===== src/rtl/qsort_wb_bridge_pkg.sv =====
// Shared definitions for the Wishbone front end of the stream sorter.
// Holds the register offsets, status bit positions, the default FIFO depth
// and the register decode helper.
package qsort_wb_bridge_pkg;

    localparam int unsigned FIFO_AW_DEF = 4;   // depth 16
    localparam int unsigned CNT_FIELD_W = 5;   // width of each count field in STATUS

    localparam logic [31:0] OFS_CTRL     = 32'h00;
    localparam logic [31:0] OFS_DATA_IN  = 32'h10;
    localparam logic [31:0] OFS_DATA_OUT = 32'h14;

    // STATUS read bits / CTRL write bits
    localparam int unsigned ST_IN_EMPTY    = 0;
    localparam int unsigned ST_IN_FULL     = 1;
    localparam int unsigned ST_OUT_EMPTY   = 2;
    localparam int unsigned ST_OUT_FULL    = 3;
    localparam int unsigned ST_OVERFLOW    = 4;
    localparam int unsigned ST_UNDERFLOW   = 5;
    localparam int unsigned ST_IN_CNT_LSB  = 8;
    localparam int unsigned ST_OUT_CNT_LSB = 16;
    localparam int unsigned CTRL_FLUSH     = 0;

    typedef enum logic [1:0] {
        REG_CTRL,
        REG_DATA_IN,
        REG_DATA_OUT,
        REG_OTHER
    } reg_sel_e;

    function automatic reg_sel_e decode_reg(input logic [31:0] ofs);
        case (ofs)
            OFS_CTRL:     return REG_CTRL;
            OFS_DATA_IN:  return REG_DATA_IN;
            OFS_DATA_OUT: return REG_DATA_OUT;
            default:      return REG_OTHER;
        endcase
    endfunction

endpackage


===== src/rtl/qsort_wb_bridge_stream_fifo.sv =====
// stream_fifo: first-word-fall-through FIFO with fill count and synchronous
// flush. Full/empty are evaluated on the current state, so a push at full or
// a pop at empty is rejected regardless of the opposite same-cycle operation.
// Ports:
//   clk, rst      clock, synchronous active-high reset
//   flush_i       clears pointers and count (contents untouched)
//   push_i/wdata_i  write request and data
//   pop_i         read request; rdata_o always shows the head
//   full_o, empty_o, count_o  occupancy (count 0..2**AW)
module stream_fifo #(
    parameter int unsigned DW = 32,
    parameter int unsigned AW = 4
) (
    input  logic          clk,
    input  logic          rst,
    input  logic          flush_i,
    input  logic          push_i,
    input  logic [DW-1:0] wdata_i,
    input  logic          pop_i,
    output logic [DW-1:0] rdata_o,
    output logic          full_o,
    output logic          empty_o,
    output logic [AW:0]   count_o
);

    localparam int unsigned DEPTH = 2 ** AW;

    logic [DW-1:0] mem_q [DEPTH];
    logic [AW-1:0] wr_ptr_q, wr_ptr_d;
    logic [AW-1:0] rd_ptr_q, rd_ptr_d;
    logic [AW:0]   count_q, count_d;
    logic          push_ok, pop_ok;

    assign full_o  = (count_q == (AW+1)'(DEPTH));
    assign empty_o = (count_q == '0);
    assign count_o = count_q;
    assign rdata_o = mem_q[rd_ptr_q];
    assign push_ok = push_i & ~full_o;
    assign pop_ok  = pop_i & ~empty_o;

    always_comb begin
        wr_ptr_d = wr_ptr_q;
        rd_ptr_d = rd_ptr_q;
        count_d  = count_q;
        if (flush_i) begin
            wr_ptr_d = '0;
            rd_ptr_d = '0;
            count_d  = '0;
        end else begin
            if (push_ok) wr_ptr_d = wr_ptr_q + 1'b1;
            if (pop_ok)  rd_ptr_d = rd_ptr_q + 1'b1;
            count_d = count_q + (AW+1)'(push_ok) - (AW+1)'(pop_ok);
        end
    end

    always_ff @(posedge clk) begin
        if (rst) begin
            wr_ptr_q <= '0;
            rd_ptr_q <= '0;
            count_q  <= '0;
        end else begin
            wr_ptr_q <= wr_ptr_d;
            rd_ptr_q <= rd_ptr_d;
            count_q  <= count_d;
        end
    end

    // Storage carries no reset; a flush or reset only rewinds the pointers.
    always_ff @(posedge clk) begin
        if (!rst && !flush_i && push_ok) mem_q[wr_ptr_q] <= wdata_i;
    end

endmodule


===== src/rtl/qsort_wb_bridge.sv =====
// qsort_wb_bridge: Wishbone classic slave that feeds the stream sorter from
// an input FIFO and collects its sorted output in an output FIFO.
// Ports:
//   clk, rst                       clock, synchronous active-high reset
//   wbs_cyc_i/stb_i/we_i/sel_i     Wishbone control (sel ignored, full-word only)
//   wbs_adr_i, wbs_dat_i           byte offset and write data
//   wbs_ack_o, wbs_dat_o           registered single-cycle ack and read data
//   sm_tvalid/sm_tdata/sm_tready   AXI-Stream master towards the sorter
//   ss_tvalid/ss_tdata/ss_tready   AXI-Stream slave from the sorter
// Registers: 0x00 CTRL/STATUS, 0x10 DATA_IN, 0x14 DATA_OUT.
module qsort_wb_bridge
    import qsort_wb_bridge_pkg::*;
#(
    parameter int unsigned pDATA_WIDTH = 32,
    parameter int unsigned pADDR_WIDTH = 8,
    parameter int unsigned pFIFO_AW    = FIFO_AW_DEF
) (
    input  logic                   clk,
    input  logic                   rst,
    input  logic                   wbs_cyc_i,
    input  logic                   wbs_stb_i,
    input  logic                   wbs_we_i,
    input  logic [3:0]             wbs_sel_i,
    input  logic [pADDR_WIDTH-1:0] wbs_adr_i,
    input  logic [pDATA_WIDTH-1:0] wbs_dat_i,
    output logic                   wbs_ack_o,
    output logic [pDATA_WIDTH-1:0] wbs_dat_o,
    output logic                   sm_tvalid,
    output logic [pDATA_WIDTH-1:0] sm_tdata,
    input  logic                   sm_tready,
    input  logic                   ss_tvalid,
    input  logic [pDATA_WIDTH-1:0] ss_tdata,
    output logic                   ss_tready
);

    logic                   ack_q, ack_d;
    logic [pDATA_WIDTH-1:0] dat_q, dat_d;
    logic                   ovf_q, ovf_d;
    logic                   unf_q, unf_d;

    logic       accept, rd, wr, ctrl_wr, flush, in_push, in_pop, out_push, out_pop;
    reg_sel_e   sel;
    logic [31:0] status;

    logic                   in_full, in_empty, out_full, out_empty;
    logic [pFIFO_AW:0]      in_count, out_count;
    logic [pDATA_WIDTH-1:0] in_rdata, out_rdata;

    logic unused_sel;
    assign unused_sel = ^wbs_sel_i;

    assign accept  = wbs_cyc_i & wbs_stb_i & ~ack_q;
    assign sel     = decode_reg(32'(wbs_adr_i));
    assign wr      = accept & wbs_we_i;
    assign rd      = accept & ~wbs_we_i;
    assign ctrl_wr = wr & (sel == REG_CTRL);
    assign flush   = ctrl_wr & wbs_dat_i[CTRL_FLUSH];
    assign in_push = wr & (sel == REG_DATA_IN);
    assign out_pop = rd & (sel == REG_DATA_OUT);

    assign sm_tvalid = ~in_empty;
    assign sm_tdata  = in_rdata;
    assign in_pop    = sm_tvalid & sm_tready;
    assign ss_tready = ~out_full & ~rst;
    assign out_push  = ss_tvalid & ss_tready;

    stream_fifo #(.DW(pDATA_WIDTH), .AW(pFIFO_AW)) u_in_fifo (
        .clk     (clk),
        .rst     (rst),
        .flush_i (flush),
        .push_i  (in_push),
        .wdata_i (wbs_dat_i),
        .pop_i   (in_pop),
        .rdata_o (in_rdata),
        .full_o  (in_full),
        .empty_o (in_empty),
        .count_o (in_count)
    );

    stream_fifo #(.DW(pDATA_WIDTH), .AW(pFIFO_AW)) u_out_fifo (
        .clk     (clk),
        .rst     (rst),
        .flush_i (flush),
        .push_i  (out_push),
        .wdata_i (ss_tdata),
        .pop_i   (out_pop),
        .rdata_o (out_rdata),
        .full_o  (out_full),
        .empty_o (out_empty),
        .count_o (out_count)
    );

    always_comb begin
        status = '0;
        status[ST_IN_EMPTY]  = in_empty;
        status[ST_IN_FULL]   = in_full;
        status[ST_OUT_EMPTY] = out_empty;
        status[ST_OUT_FULL]  = out_full;
        status[ST_OVERFLOW]  = ovf_q;
        status[ST_UNDERFLOW] = unf_q;
        status[ST_IN_CNT_LSB  +: CNT_FIELD_W] = CNT_FIELD_W'(in_count);
        status[ST_OUT_CNT_LSB +: CNT_FIELD_W] = CNT_FIELD_W'(out_count);
    end

    always_comb begin
        ack_d = accept;
        ovf_d = ovf_q;
        unf_d = unf_q;
        dat_d = '0;
        if (ctrl_wr && wbs_dat_i[ST_OVERFLOW])  ovf_d = 1'b0;
        if (ctrl_wr && wbs_dat_i[ST_UNDERFLOW]) unf_d = 1'b0;
        // Flags use the pre-edge full/empty, matching the FIFO's own rejection.
        if (in_push && in_full)   ovf_d = 1'b1;
        if (out_pop && out_empty) unf_d = 1'b1;
        if (rd) begin
            case (sel)
                REG_CTRL:     dat_d = pDATA_WIDTH'(status);
                REG_DATA_OUT: dat_d = out_empty ? '0 : out_rdata;
                default:      dat_d = '0;
            endcase
        end
    end

    always_ff @(posedge clk) begin
        if (rst) begin
            ack_q <= 1'b0;
            dat_q <= '0;
            ovf_q <= 1'b0;
            unf_q <= 1'b0;
        end else begin
            ack_q <= ack_d;
            dat_q <= dat_d;
            ovf_q <= ovf_d;
            unf_q <= unf_d;
        end
    end

    assign wbs_ack_o = ack_q;
    assign wbs_dat_o = dat_q;

endmodule


===== config.mk =====
export PLATFORM = sky130hd
export DESIGN_NAME = qsort_wb_bridge
export DESIGN_NICKNAME = d
export VERILOG_FILES = /design/src/rtl/qsort_wb_bridge_pkg.sv /design/src/rtl/qsort_wb_bridge_stream_fifo.sv /design/src/rtl/qsort_wb_bridge.sv
export SDC_FILE = /design/constraint.sdc
export NUM_CORES = 1
export LEC_CHECK = 0
export BUFFER_PORTS_ARGS = -buffer_cell sky130_fd_sc_hd__buf_4
export CAP_MARGIN = 20
export CORE_UTILIZATION = 55
export DETAILED_ROUTE_END_ITERATION = 10
export GPL_ROUTABILITY_DRIVEN = 0
export PLACE_DENSITY = 0.83
export SLEW_MARGIN = 20
export SYNTH_ARGS = -nofsm -noshare
export SYNTH_HDL_FRONTEND = slang
export SYNTH_SLANG_ARGS = --single-unit
export TNS_END_PERCENT = 20

===== constraint.sdc =====
create_clock -name clk -period 4.35 [get_ports clk]
set_clock_uncertainty 0.15 [all_clocks]
set_input_delay 0.87 -clock clk [delete_from_list [all_inputs] [get_ports clk]]
set_output_delay 0.87 -clock clk [all_outputs]
set_load 0.01 [all_outputs]

After elaboration in Yosys (flattened, before gate mapping)
Memory sizes are Yosys's and may differ from the RTL's. A register that Yosys moved wholly into a read port is not among the register bits.
Index checks and enable logic that the tools add are counted.

cells by class
  multiplexer cells = 15
  multipliers = 0
  div/mod/pow operators = 0
  order comparisons = 0
  equality and inequality tests = 6
  $add $sub $neg = 8
  reductions and logical operators = 17
  bitwise logic cells = 23
  shift-type cells = 0

operators with widths
  cell                                                                    count
  32-bit one-hot mux with 2 select lines                                  1
  32-bit 2-to-1 mux                                                       1
  4-bit by 1-bit adder with 4-bit output (second input constant)          4
  8-bit by 5-bit equality test with 1-bit output (second input constant)  2
  4-bit 2-to-1 mux                                                        4
  1-bit AND                                                               15
  5-bit by 1-bit adder with 5-bit output                                  2
  5-bit equality test (second input constant)                             2
  5-bit logical NOT                                                       2
  5-bit by 1-bit subtractor with 5-bit output                             2
  8-bit logical NOT                                                       1
  1-bit 2-to-1 mux                                                        8
  1-bit NOT                                                               8
  1-bit logical AND                                                       7
  2-bit one-hot mux with 3 select lines                                   1
  2-bit nonzero test                                                      2
  2-bit OR reduction                                                      2
  2-bit by 1-bit equality test with 1-bit output (second input constant)  1
  2-bit equality test (second input constant)                             1
  1-bit logical NOT                                                       2
  2-bit logical NOT                                                       1

word-level totals
  latch bits = 0
  logic and storage cells = 81
  memories = 2
  RAM bits = 1024
  register bits after elaboration = 61
  bits in read-only memories = 0

memory list
  name              depth  bits a word  read ports  clocked after Yosys merged registers in  wr ports  RTL line                           text
  u_in_fifo.mem_q   16     32           1           1                                        1         qsort_wb_bridge_stream_fifo.sv:28  logic [DW-1:0] mem_q [DEPTH];
  u_out_fifo.mem_q  16     32           1           1                                        1         qsort_wb_bridge_stream_fifo.sv:28

Depth between registers and ports, before layout
  depth after elaboration = 10
  mapped depth = 15

Modules after synthesis
A second synthesis with hierarchy kept.

unflattened totals
  cells, all modules = 1906
  area, all modules = 41208.3 um^2

by module, submodules not included
  module                     instances  cells each  area each (um^2)
  stream_fifo at u_in_fifo   1          894         19991.7
  stream_fifo at u_out_fifo  1          894         19990.4
  qsort_wb_bridge            1          118         1226.2

Worst setup path before layout
Ideal clock, no wire load.

  kind = input port to flip-flop
  start point = in rst
  end point = mem u_out_fifo.mem_q[2][0], enable pin
  path buffers = 1
  arrival time = 3.921 ns
  setup time = 0.461 ns
  stages on the path = 5
  slack = -0.182 ns
  cells stage by stage = clkbuf_1 nand2b_1 nor2_1 nand3_1 nor3_1

between the ends
  cells in the longest elaborated chain, start to end = 7

ends and longest elaborated chain
  what                                    RTL line                           text
  start: declaration                      qsort_wb_bridge.sv:19              input logic rst,
  1-bit NOT                               qsort_wb_bridge.sv:64              assign ss_tready = ~out_full & ~rst;
  1-bit AND                               qsort_wb_bridge.sv:64
  1-bit AND                               qsort_wb_bridge.sv:65              assign out_push = ss_tvalid & ss_tready;
  1-bit AND                               qsort_wb_bridge_stream_fifo.sv:38  assign push_ok = push_i & ~full_o;
  via u_out_fifo.push_ok                  qsort_wb_bridge_stream_fifo.sv:32  logic push_ok, pop_ok;
  1-bit logical AND                       qsort_wb_bridge_stream_fifo.sv:70  if (!rst && !flush_i && push_ok) mem_q[wr_ptr_q] <= wdata_i;
  1-bit 2-to-1 mux                        qsort_wb_bridge_stream_fifo.sv:70
  1-bit 2-to-1 mux (not written as such)  qsort_wb_bridge_stream_fifo.sv:70
  end: declaration                        qsort_wb_bridge_stream_fifo.sv:28

The timed path passes the listed nets, and every way through them passes these cells.

==> flow_results.org <==
** Synth
- By instance count, the leading cell after synthesis is edfxtp_1.
- The cell area that synthesis handed to floorplanning was 41,400 um^2.
- For this run, the number of Yosys warnings is 0.
- The biggest area contributor in the post-synthesis netlist is edfxtp_1.
- Synthesis instantiated 44 different standard cells from the library.
- Cell types with the largest area share after synthesis :: edfxtp_1 74%, mux4_2 17%, dfxtp_1 3.3%
- In the synthesized netlist, the number of instances is 1,787.
- Post-synthesis sequential element count :: 1,093
- Most instantiated flip-flop cell in the synthesis netlist :: edfxtp_1
- Post-synthesis average cell area :: 23.2 um^2
- Summing the sequential cell areas from Yosys gives 77.6% of the chip area.
- Share of the synthesized area in the top cell type :: 74.3%
- When the netlist entered floorplanning its net count stood at 1,894.
- Ranked by instance count, the synthesized netlist is headed by 1,024 x edfxtp_1, 304 x mux4_2, 69 x dfxtp_1.
- Of all flip-flops after synthesis, the portion carrying an async set or reset was 0%.
- Number of flops mapped to enable cells by yosys :: 1,024

** Floorplanning
- Width of the die :: 276 um
- Number of placed I/O pins :: 150
- Core Box Area :: 74,400 um^2
- For this configuration, the core starts out at a cell density of 55.6%.
- The initialized floorplan defines 100 standard-cell rows.
- The die covers 76,300 um^2.
- Overall die height :: 276 um

** Detailed routing
- Highest routing layer actually used :: met5
- In the routed design, unresolved DRC markers number 0.
- Total wire length after detailed routing :: 94.7 mm
- After detailed routing, the average wire length per cell comes to 30.8 um.
- After detailed routing, the number of vias per cell comes to 6.41.
- Detailed-route wire length on metal 1 :: 32.7 mm
- The first detailed-routing pass took 5 iterations.
- The routed layout has 19,700 vias.
- Number of nets with antenna violations after detailed routing :: 0
- Routed length on met2 :: 51.7 mm
- Detailed-routed wire length on met3 :: 7.18 mm
- The first routing iteration left 2,313 violations.

** Worst setup path
- STA classifies the critical path startpoint as a flip-flop.
- Worst reg-to-reg setup slack :: 500 ps
- The worst setup path is of the flip-flop to output pin kind.
- For this run, the slowest stage of the critical path takes 630 ps.
- Critical path peak fanout :: 68
- The startpoint identified for the worst register-to-register timing path is u_out_fifo.count_o[3].
- Cell type with the highest occurrence count on the critical path :: mux4_2
- Endpoint required time on the critical path :: 3330 ps
- The slowest stage of the critical path is the mux4_2 cell.
- The worst setup path is captured at an output pin.
- Critical register-to-register path endpoint :: u_out_fifo.mem_q[0][22]
- Among cell families on the critical path, the largest total delay comes from multiplexers.
- For the worst setup path, the data arrival time is 2860 ps.
- The number of cells on the worst reg-to-reg path is 7.
- The signal on the critical path passes through buf_12 > mux4_2 > mux4_2 > buf_4.
- Counting both buffers and inverters, the worst setup path holds a total of 2.

** Clocking
- Clock tree from TritonCTS :: built
- The clock reaches the later pin of the worst-skew pair after 670 ps.
- CTS saw 1,093 sinks.
- Clock-pin slew on the worst setup and hold paths :: 60 ps
- The clock tree synthesis step divided the H-tree into 3 levels.
- No sink is reached through more buffers than the 3 on the longest clock path.
- In this run the clock root is driven by a clkbuf_16.
- In this run, CTS created clock tree buffers numbering 104.
- In this run, post-CTS repair resized a total of 0 instances.
- The number of setup buffers added after CTS is 0.
- Hold repair after CTS inserted 0 buffers.

** Placed design
- Worst setup slack before clock tree synthesis :: 268 ps
- Half-perimeter wire length after detailed placement :: 49.0 mm
- Placed cell count :: 2,881
- The count of buffers added on input and output ports is 145.

** Global route
- Number of global-route vias before repair :: 21,000
- Largest net degree at the start of global routing :: 99
- Global-route wire length before repair :: 138 mm
- Global routing finished with a remaining overflow of 0.
- Antenna violations before repair :: 9
- Combined global-route utilization of all metal layers :: 25.1%

** Power
- Pwr/cell area :: 483 nW/um^2
- Leakage power of the design :: 14.9 nW
- Maximum VDD drop :: 0.451 mV

** Hold path
- The worst hold path begins at rst.
- Hold Path End :: wbs_ack_o
- Worst hold-check path type :: input pin to flip-flop
- The worst hold path was traced through 2 stages.

** Finish
- The net count of the finished layout is 2,125.
- Post-Layout Cell Count :: 3,081
- Synth-to-layout area growth :: 15.1%
- Proportion of layout cells with a drive suffix above 1 :: 34.8%

** Timing
- Hold is met by 336 ps.
- Max-slew violation total from the final report :: 0
- For the pin with the worst max-slew slack, the measured transition is 1020 ps.
- Final setup margin :: 468 ps
- The worst path uses 89.2% of the clock period.
- Setup repair after global routing left no endpoint under its margin.
- Headroom to the max-slew limit came out at 31.8%.
- Static timing analysis puts the maximum clock frequency at 258 MHz.
- Tmin final :: 3880 ps
- The hold violation count in the final report came to 0.
- Setup violations remaining at the end of the flow were counted as 0.

** Flow run
- The tool flagged a number of max-cap violations equal to 0.

** Outcome
- The run finished with clean final reports.
## area by class of cell
| cell class | instances | area (um^2) |
|---|---|---|
| antenna | 7 | 17.5 |
| clock buffer | 148 | 2890 |
| clock inverter | 45 | 433 |
| fill | 4532 | 26800 |
| inverter | 31 | 116 |
| multi-input combinational | 581 | 8950 |
| sequential | 1093 | 32100 |
| tap | 969 | 1210 |
| timing repair buffer | 207 | 1870 |
## worst max path at each step
stage,to,slack [ps],cells past startpoint
after floorplan,u_out_fifo.mem_q[1][0],-180,5
after global placement,u_out_fifo.count_o[4],330,13
after detailed placement,u_out_fifo.mem_q[0][21],270,6
after CTS,sm_tdata[12],380,4
after global routing,sm_tdata[12],340,4
final,sm_tdata[12],470,4
## per-stage QoR
stage / TNS, ps / area (um^2) / utilization (%) / power, mW
CTS: 0 / 47600 / 64.0 / 23.2
detailed placement: 0 / 44300 / 59.5 / 14.4
global route: 0 / 47600 / 64.0 / 23.7
floorplan: -15600 / 41400 / - / 13.6
finish: 0 / 47600 / 64.0 / 23.0
global placement: 0 / 44300 / 59.5 / 14.3
## registers in the layout, indices dropped and copies added, names as in the netlist, named ones only
signal               count
u_in_fifo.mem_q        512
u_out_fifo.mem_q       512
wbs_dat_o               32
u_in_fifo.count_o        5
u_out_fifo.count_o       5
u_in_fifo.rd_ptr_q       4
u_in_fifo.wr_ptr_q       4
u_out_fifo.rd_ptr_q      4
u_out_fifo.wr_ptr_q      4
ovf_q                    1
unf_q                    1
wbs_ack_o                1
## layer usage
metal / track usage, % / up-vias
met4: 9.68 / 4
met3: 4.55 / 199
met1: 30.3 / 10400
met2: 45.0 / 1088
li1: - / 8010
met5: 0 / -
## placed cells by master (no fill, tap or decap), types with 4 or more instances in the layout
| cell | synthesis | layout |
|---|---|---|
| mux2_2 | 31 | 31 |
| nor2b_1 | 17 | 17 |
| clkbuf_8 | 0 | 10 |
| buf_12 | 0 | 25 |
| nand2_1 | 24 | 24 |
| or3_1 | 4 | 4 |
| nand2b_1 | 6 | 6 |
| bufinv_16 | 0 | 5 |
| ha_1 | 22 | 22 |
| xnor2_1 | 8 | 8 |
| nor3_1 | 8 | 4 |
| clkinv_2 | 0 | 15 |
| a22oi_1 | 14 | 14 |
| o21ai_0 | 8 | 8 |
| xor2_1 | 6 | 6 |
| nand3_1 | 12 | 12 |
| nor2_1 | 37 | 25 |
| dfxtp_1 | 69 | 62 |
| mux4_2 | 304 | 304 |
| buf_4 | 0 | 182 |
| nor2_4 | 0 | 12 |
| clkbuf_1 | 50 | 33 |
| clkbuf_16 | 0 | 105 |
| clkinv_1 | 1 | 16 |
| diode_2 | 0 | 7 |
| a21oi_1 | 26 | 26 |
| and3_2 | 0 | 16 |
| edfxtp_1 | 1024 | 1024 |
| inv_1 | 30 | 30 |
| dfxtp_4 | 0 | 4 |
## kinds of logic after synthesis
| family | share of synthesized area [%] |
|---|---|
| flip-flops | 77.6 |
| multiplexers | 17.5 |
| AND/OR/NAND/NOR | 1.97 |
| buffers and inverters | 1.08 |
| AO/OA/AOI/OAI | 0.777 |
| adder cells (fa/ha/maj) | 0.762 |
| XOR/XNOR | 0.296 |
## power by group
group	switching, mW	leakage (nW)	internal, mW
clock	3.87	1.62	4.95
combinational	1.19	3.48	1.31
sequential	0.124	9.77	11.6
(Power assumes the default switching activity.)
